<file path="src/rtl/sn74ls195a_deserializer.sv">
// Serial-to-parallel receiver for a word stream clocked out of an SN74LS195A.
// PE mirrors the transmitter's load/shift mode; a low PE marks a frame boundary.
module sn74ls195a_deserializer #(
  parameter int unsigned WIDTH = 4
) (
  input  logic                   CP,
  input  logic                   MR,
  input  logic                   PE,
  input  logic                   D,
  output logic [WIDTH-1:0]       Q,
  output logic [WIDTH-1:0]       WORD,
  output logic                   VALID,
  output logic                   ABORT,
  output logic [$clog2(WIDTH):0] COUNT
);

  localparam int unsigned CW = $clog2(WIDTH) + 1;
  localparam logic [CW-1:0] COUNT_LAST = CW'(WIDTH - 1);

  if (WIDTH < 2 || WIDTH > 16) begin : g_width_check
    $error("sn74ls195a_deserializer: WIDTH must be in 2..16");
  end

  typedef enum logic {
    IDLE,
    SYNCED
  } state_t;

  state_t          state_q, state_d;
  logic [WIDTH-1:0] q_q, q_d;
  logic [WIDTH-1:0] word_q, word_d;
  logic             valid_q, valid_d;
  logic             abort_q, abort_d;
  logic [CW-1:0]    count_q, count_d;
  logic [WIDTH-1:0] shifted;

  always_ff @(posedge CP or negedge MR) begin
    if (!MR) begin
      state_q <= IDLE;
      q_q     <= '0;
      word_q  <= '0;
      valid_q <= 1'b0;
      abort_q <= 1'b0;
      count_q <= '0;
    end else begin
      state_q <= state_d;
      q_q     <= q_d;
      word_q  <= word_d;
      valid_q <= valid_d;
      abort_q <= abort_d;
      count_q <= count_d;
    end
  end

  always_comb begin
    state_d = state_q;
    q_d     = q_q;
    word_d  = word_q;
    valid_d = 1'b0;
    abort_d = 1'b0;
    count_d = count_q;
    shifted = {q_q[WIDTH-2:0], D};

    unique case (state_q)
      IDLE: begin
        q_d     = '0;
        count_d = '0;
        if (!PE) state_d = SYNCED;
      end
      SYNCED: begin
        if (PE) begin
          q_d = shifted;
          // Completing edge publishes the word and wraps so the next word needs no re-sync.
          if (count_q == COUNT_LAST) begin
            word_d  = shifted;
            valid_d = 1'b1;
            count_d = '0;
          end else begin
            count_d = count_q + 1'b1;
          end
        end else if (count_q != '0) begin
          q_d     = '0;
          count_d = '0;
          abort_d = 1'b1;
        end
      end
      default: state_d = IDLE;
    endcase
  end

  assign Q     = q_q;
  assign WORD  = word_q;
  assign VALID = valid_q;
  assign ABORT = abort_q;
  assign COUNT = count_q;

endmodule

</file>
<file path="config.mk">
export PLATFORM = sky130hd
export DESIGN_NAME = sn74ls195a_deserializer
export DESIGN_NICKNAME = d
export VERILOG_FILES = /design/src/rtl/sn74ls195a_deserializer.sv
export SDC_FILE = /design/constraint.sdc
export NUM_CORES = 1
export LEC_CHECK = 0
export CAP_MARGIN = 15
export CORE_MARGIN = 2
export CORE_UTILIZATION = 49
export CTS_BUF_LIST = sky130_fd_sc_hd__clkbuf_8 sky130_fd_sc_hd__clkbuf_16
export CTS_CLUSTER_SIZE = 30
export DETAILED_ROUTE_END_ITERATION = 8
export PLACE_DENSITY = 0.8
export SLEW_MARGIN = 25
export SYNTH_ARGS = -nofsm -noshare
export SYNTH_HDL_FRONTEND = slang
export SYNTH_SLANG_ARGS = --single-unit
</file>
<file path="constraint.sdc">
create_clock -name CP -period 2.3 [get_ports CP]
set_input_delay 0.46 -clock CP [delete_from_list [all_inputs] [get_ports CP]]
set_output_delay 0.46 -clock CP [all_outputs]
set_load 0.02 [all_outputs]
</file>
==> flow_summary.toml <==
[worst_hold_path]
holdCritPathClass = "flop to flop"
min_from = "WORD[0]$_DFFE_PN0P_"
whs_path_depth = 1

[setup_path]
worstPathArrival_ps = 1410
r2r_cells = 4
slowest_stage = "clkdlybuf4s50_1"
critical-path-max-stage-delay_ps = 660
critical_path_depth = 1
worstPathRequired_ps = 1840
crit_chain = "clkdlybuf4s50_1"
cp_max_fo = 10
cp-startpoint = "COUNT[2]$_DFFE_PN0P_"
start_kind = "flop"
cp_top_family = "buffers and inverters"
worst-path-buf-inv = 1
criticalPathCategory = "flop to output port"
worstReg2RegStart = "COUNT[0]$_DFFE_PN0P_"
cp-end-kind = "output port"

[cts]
clkSlewWorstSetupHoldPaths_ps = 60
post_cts_buffers = 0
cts_resized = 0
cts_tree = "done"
hold_buffers = 0
cts_buffers = 3
cts_htree_levels = 1
cts.sinks = 14
clk_latency_ps = 250
root_buffer = "clkbuf_8"
cts_buffer_depth = 2

[outcome]
outcome = "finished, final reports clean"

[power]
p_sw_mw = 0.3052
finalPower_mw = 0.9651
p_int_mw = 0.6600
combPwrFrac = 0.383
p_sw_frac = 0.3162
pwr-share-seq = 0.365
leakage_nw = 0.4044
powerDensity_nw_per_um2 = 1070
pwr-share-clk = 0.252
vdd_ir_drop_max_mv = 0.6844

[logic_synthesis]
avgSynthCellArea_sq_um = 14.30
synth_top_area_share = 0.5214
yosysTopAreaCell = "dfrtp_1"
postSynthCellCount = 47
seq_area_frac_synth = 0.5214
ys_top_cells_by_area = "dfrtp_1, mux2_4, a21boi_2"
ys_seq_elements = 14
syn_area_sq_um = 671.9
syn-num-nets = 53
yosysUniqueCellTypes = 15
yosysWarnings = 0

[detailed_routing]
routed.top_layer = "met4"
vias_per_cell = 5.280
wl_met3_um = 73
wl_um = 1264
drc_errors = 0
postRouteAntennaNets = 0
vias = 433
drtIter0Drc = 3
met1_length_um = 568
first_pass_iters = 2
dr_wl_met2_um = 587
wl_per_cell_um = 15.41

[die]
die_h_um = 41.03
die_area_sq_um = 1683
initial_utilization = 0.5229
die_x_um = 41.03
rows = 13
core-area_sq_um = 1285
ios = 17

[sta]
fin_tns_setup_ps = 0
setup_viol = 0
finalWorstSetupSlack_ps = 434.6
worstMarginPinSlew_ps = 630.3
relSlewSlack = 0.5785
finalClockSkew_ps = 2.473
maxSlewViolCount = 0
max_freq_mhz = 536.1
finalCriticalPeriod_ps = 1865
grt_setup_unrepaired = "no"
hold_violations = 0
finalCritPeriodShare = 0.8110
fin_hold_ws_ps = 521.8

[global_route]
antenna_found_initial = 0
grt_max_degree = 16
grt-ovfl-total = 0
grt_use_total = 0.1952
grt_pass1_vias = 376
grt_first_pass_wirelength_um = 1911

[cells_and_area]
layout.nets = 74
final_area_sq_um = 902.1
drive_gt1_frac = 0.2388
finalNonFillerCells = 82
antennaDiodeCount = 0
syn2layout_area_growth_pct = 34.26
final_core_util = 0.7020

[place]
portBuffers = 16
place_ws_ps = 639.3
placed_area_sq_um = 847.1
gp_congestion = 0.6582
place_inst = 78

[flow_run]
drv_cap = 0
==> cell usage in the layout, fill, tap and decap left out <==
master	netlist	layout
clkdlybuf4s50_1	0	16
dfrtp_1	14	14
nand4bb_1	5	5
nand2_1	5	5
a21boi_2	5	5
mux2_4	4	4
clkbuf_8	0	4
inv_1	3	3
nor2b_1	2	2
ha_1	2	2
nor3b_2	1	1
nand4b_4	1	1
nand2b_1	1	1
and4b_1	1	1
nor4bb_1	1	1
o21a_1	1	1
buf_4	0	1
==> synthesized netlist by cell type <==
library cell / n
a21boi_2: 5
and4b_1: 1
buf_6: 1
dfrtp_1: 14
ha_1: 2
inv_1: 3
mux2_4: 4
nand2_1: 5
nand2b_1: 1
nand4b_4: 1
nand4bb_1: 5
nor2b_1: 2
nor3b_2: 1
nor4bb_1: 1
o21a_1: 1
==> state kept, by name, indices dropped and copies added (netlist names) <==
register,cells
VALID,1
Q,4
state_q,1
WORD,4
ABORT,1
COUNT,3
==> power by group through the flow <==
| stage | combinational (mW) | sequential [mW] | clock (mW) |
|---|---|---|---|
| finish | 0.370 | 0.353 | 0.243 |
| global route | 0.394 | 0.361 | 0.259 |
| CTS | 0.374 | 0.354 | 0.249 |
| detailed placement | 0.372 | 0.358 | 0 |
| global placement | 0.365 | 0.351 | 0 |
| floorplan | 0.136 | 0.427 | 0 |
==> area by class of cell <==
| class | count | area [sq um] |
|---|---|---|
| clock buffers | 4 | 55.05 |
| fillers | 90 | 382.9 |
| inverters | 3 | 11.26 |
| multi-input cells | 29 | 299.0 |
| flip-flops and latches | 14 | 350.3 |
| well taps | 15 | 18.77 |
| repair buffers | 17 | 167.7 |
==> kinds of logic after synthesis <==
logic type                 count (synthesis)  synth area share
adders and majority gates                  2           0.03724
muxes                                      4           0.08939
and+or+nand+nor                           17            0.2235
DFF                                       14            0.5214
AOI/OAI and AO/OA                          6           0.09497
buffers and inverters                      4           0.03352
==> final timing paths <==
check | slack, ps | endpoint
max | 430 | COUNT[2]
min | 520 | WORD[0]$_DFFE_PN0P_
max reg2reg | 980 | COUNT[0]$_DFFE_PN0P_
min reg2reg | 520 | WORD[0]$_DFFE_PN0P_
max in group asynchronous | 1290 | ABORT$_DFF_PN0_
min in group asynchronous | 600 | WORD[1]$_DFFE_PN0P_
==> per-layer routing <==
layer  GRT usage  up-vias
li1            -      206
met1      0.2295      208
met2      0.2891       14
met3     0.06522        5
met4      0.1500        0
met5           0        -
Power figures use the tool's default switching activity.
==> edit 1, RTL diff (same settings) <==
`q_q` no longer has a reset.
--- a/src/rtl/sn74ls195a_deserializer.sv
+++ b/src/rtl/sn74ls195a_deserializer.sv
@@ -39,3 +39,2 @@
       state_q <= IDLE;
-      q_q     <= '0;
       word_q  <= '0;
@@ -46,3 +45,2 @@
       state_q <= state_d;
-      q_q     <= q_d;
       word_q  <= word_d;
@@ -52,2 +50,6 @@
     end
+  end
+
+  always_ff @(posedge CP) begin
+    q_q <= q_d;
   end
Check against the original RTL: not equivalent (a bounded check fails within 4 cycles, from zero or initial values; the reset may be asserted at any time).
==> edit 1 against the original RTL <==
Sequential cell count unchanged. Sequential share of layout area increased by 6.6 points. Sequential power increased by 9.9%. Setup slack improved by 120 ps. Wire length decreased by 16%. Power increased by 6.5%. Clock skew decreased by 0.91 ps. Cell count decreased by 9.8%. Synthesized area decreased by 12%. Maximum frequency increased by 7.0%. Synthesized cell count decreased by 13%. Design area decreased by 9.6%. First-iteration DRC count increased by 130%.
==> edit 1: results (changes against the original RTL) <==
status: finished clean
Cell variety after synth: 17 (+2)
Synth top cells by count: 10 x dfrtp_1, 4 x and3_2, 4 x edfxtp_1, 4 x mux2_4, 3 x inv_1
fraction of layout cells with a size suffix above 1: 21.67% (-2.2 points)
first-pass GRT wire length: 1662 µm (-13%)
Hold Startpoint: WORD[3]
DRT Pass-1 Iters: 4 (+2)
Yosys Warn Count: 0 (unchanged)
internal power: 708.2 µW (+7.3%)
Adder-Cell Fraction of Synth Area: 4.211% (+0.49 points)
Worst Tran Pin Value: 442.6 ps (-187.7 ps)
via/cell ratio: 5.176 (-2.0%)
Static Leakage: 0.0003768 µW (-6.8%)
Seq/Total Area, Yosys: 62.32% (+10 points)
Post-DP HPWL: 792 µm
met1 Usage GRT: 18.56% (-4.4 points)
mux share of post-synthesis cell area: 10.11% (+1.2 points)
Worst-Skew Late Latency: 240 ps
nets: 67 (-9.5%)
GP Congestion: 0.6979 (+6.0%)
M2 GR Usage: 30.42% (+1.5 points)
VDD IR max: 0.6958 mV (+1.7%)
Post-Syn Instances: 41 (-13%)
port bufs: 16 (unchanged)
GRT met3 Usage: 5.202% (-1.3 points)
drt wl/cell: 14.38 µm (-6.7%)
pin count of the biggest net entering global routing: 11 (-5)
Worst Hold Class: reg2reg
Clock Skew: 1.561 ps (-0.9118 ps)
DRT iter0 DRCs: 7 (+4)
Area after DPL: 760.7 µm² (-10%)
Worst EP arrival: 1870 ps (+460 ps)
crit path launch: PE
origin of the critical flop-to-flop path: COUNT[0]
dpl ws: 308.5 ps (-330.9 ps)
dpl cells: 70 (-10%)
final WL: 1064 µm (-16%)
Synth area leaders: dfrtp_1 42%, edfxtp_1 20%, mux2_4 10%
gr usage total: 17.96% (-1.6 points)
Synth Area in Compound Gates: 2.316% (-7.2 points)
initial antenna violation count: 0 (unchanged)
post-CTS sizing: 0 (unchanged)
fill cell count: 101 (+12%)
Post-synth EDFFs: 4 (+4)
vias in the first global route: 373 (-0.80%)
asr flop ratio synth: 71.43% (-29 points)
syn_nets: 47 (-11%)
==> edit 1: cell count changes in the layout (fill, tap and decap cells not counted), moves of 2 or more <==
| cell | unedited run | this run |
|---|---|---|
| edfxtp_1 | 0 | 4 |
| nor3b_1 | 0 | 2 |
| and3_2 | 0 | 4 |
| a21boi_2 | 5 | 0 |
| nand4bb_1 | 5 | 0 |
| nand3b_1 | 0 | 2 |
| dfrtp_1 | 14 | 10 |
| nand2_1 | 5 | 1 |
| or2b_1 | 0 | 2 |
==> edit 1: worst paths after layout <==
kind | end | slack, ps | cells after the start
hold / removal | WORD[3] | 510 | 1
max in group asynchronous | COUNT[1] | 1470 | 1
setup / recovery | WORD[1] | 560 | 4
min in group asynchronous | WORD[3] | 530 | 1
setup reg to reg | WORD[1] | 670 | 4
hold reg to reg | WORD[3] | 510 | 1
==> edit 1: area by class of cell <==
type,instances,share of cell area [%]
clock buffers,4,6.748
well taps,14,2.147
flip-flops and latches,14,45.40
multi-input cells,23,24.69
repair buffers,16,19.63
inverters,3,1.380
==> edit 1: critical path, cell delays in order <==
cell	delay (ps)
clkdlybuf4s50_1	620
nand2_2	110
or2_1	340
mux2_4	330
==> edit 1: stage by stage <==
step / total power, µW / util [%]
floorplan: 616.2 / -
global placement: 794.0 / 67.56
detailed placement: 803.9 / 67.56
CTS: 1043 / 72.44
global route: 1080 / 72.44
finish: 1028 / 72.44
==> edit 1: layer usage <==
metal / vias to the layer above / wire length [µm]
met5: - / 0
met4: 0 / 14
met3: 2 / 75
met2: 23 / 547
met1: 179 / 426
li1: 179 / -
==> edit 1: power groups by stage <==
stage                     clock network (µW)  logic [µW]  registers [µW]
after floorplan                            0         133             483
after detailed placement                   0         409             395
after CTS                                241         412             391
after global placement                     0         402             392
final                                    232         408             388
after global routing                     245         435             400
==> edit 2, RTL diff (same settings) <==
Made on the original files. Change the parameter `WIDTH` from 4 to 8.
--- a/src/rtl/sn74ls195a_deserializer.sv
+++ b/src/rtl/sn74ls195a_deserializer.sv
@@ -3,3 +3,3 @@
 module sn74ls195a_deserializer #(
-  parameter int unsigned WIDTH = 4
+  parameter int unsigned WIDTH = 8
 ) (
Ports: changed (resized COUNT, Q and WORD); port bits go from 17 to 26. The function was not compared with the original's and may differ.
==> edit 2 against the original RTL <==
Utilization up 1.8 points. Sequential cell count grew 9. Wire length increased by 22%. Setup slack lost 63 ps. Power increased by 18%. Synthesized area grew 37%. Count of clock-buffer cells in the layout down 1. Global-route usage down 3.5 points. First-iteration DRC count increased to 2.7 times the old value. Critical endpoint unchanged. Design area up 39%. Critical path type unchanged.
==> edit 2: results (changes against the original RTL) <==
Area after DPL: 0.001210 mm² (+43%)
nets: 98 (+32%)
via/cell ratio: 5.060 (-4.2%)
Cell variety after synth: 19 (+4)
final WL: 1539 µm (+22%)
hold_ws: 508.0 ps (-13.81 ps)
status: finished clean
Static Leakage: 0.0006307 µW (+56%)
CTS clk-pin slew, worst paths: 80 ps (+20 ps)
dpl ws: 389.3 ps (-250.1 ps)
flop2flop setup slack: 850 ps (-130 ps)
Hold Startpoint: Q[7]
Synth top cells by count: 23 x dfrtp_1, 9 x a22o_1, 8 x mux2_2
Post-Syn Instances: 62 (+32%)
gr usage total: 16.04% (-3.5 points)
fill cell count: 123 (+37%)
Worst EP arrival: 1470 ps (+60 ps)
Seq/Total Area, Yosys: 62.42% (+10 points)
syn_nets: 68 (+28%)
Worst Hold Endpoint: Q[7]
pin count of the biggest net entering global routing: 24 (+8)
DRT Pass-1 Iters: 4 (+2)
Synth area leaders: dfrtp_1 62%, mux2_2 9.8%, a22o_1 8.5%
non-filler cells, final: 116 (+41%)
fraction of layout cells with a size suffix above 1: 18.68% (-5.2 points)
first-pass GRT wire length: 2484 µm (+30%)
[edit 2: cell count changes in the layout (fill, tap and decap cells not counted), sizes merged, moves of 2 or more]
cell,unedited run,this run
nor2b,2,0
nand4bb,5,0
a21boi,5,0
nand2,5,1
a22o,0,9
nor2,0,4
mux2,4,9
clkdlybuf4s50,16,25
dfrtp,14,23
[edit 2: cell families (layout without fill, tap and decap cells)]
group	after synthesis	after routing	share of synthesized area, %
buf+inv	5	34	2.170
simple gates	11	11	10.58
mux	10	10	12.08
fa+ha+maj	2	2	2.713
compound gates	10	10	9.091
flops	23	23	62.41
xor+xnor	1	1	0.9500
[edit 2: layout make-up]
cell class	instances	area, µm²	share of cell area, %
sequential	23	575.6	45.82
multi-input combinational	34	326.6	26.00
timing repair buffer	27	265.3	21.12
clock buffer	3	41.29	3.287
tap	25	31.28	2.490
inverter	3	11.26	0.8964
clock inverter	1	5.005	0.3984
[edit 2: routing by layer]
metal | vias up | part of all wire [%] | GRT usage (%)
li1 | 277 | - | -
met1 | 292 | 45 | 22.08
met2 | 18 | 51 | 25.14
met3 | 0 | 3.8 | 1.538
met4 | 0 | 0 | 8.333
met5 | - | 0 | 0
[edit 2: power by group]
part	switching (µW)	internal (µW)	total, µW
Combinational	174	192	367
Clock	123	121	243
Sequential	61.6	466	528
Total	359	779	1140
[edit 2: worst max path at each step]
| stage | start | to | slack, ps | cells past startpoint |
|---|---|---|---|---|
| after floorplan | COUNT[0] | WORD[0] | 910 | 3 |
| after global placement | PE | Q[1] | 430 | 4 |
| after detailed placement | PE | COUNT[0] | 390 | 4 |
| after CTS | COUNT[2] | COUNT[2] | 370 | 1 |
| after global routing | COUNT[2] | COUNT[2] | 340 | 1 |
| final | COUNT[2] | COUNT[2] | 370 | 1 |
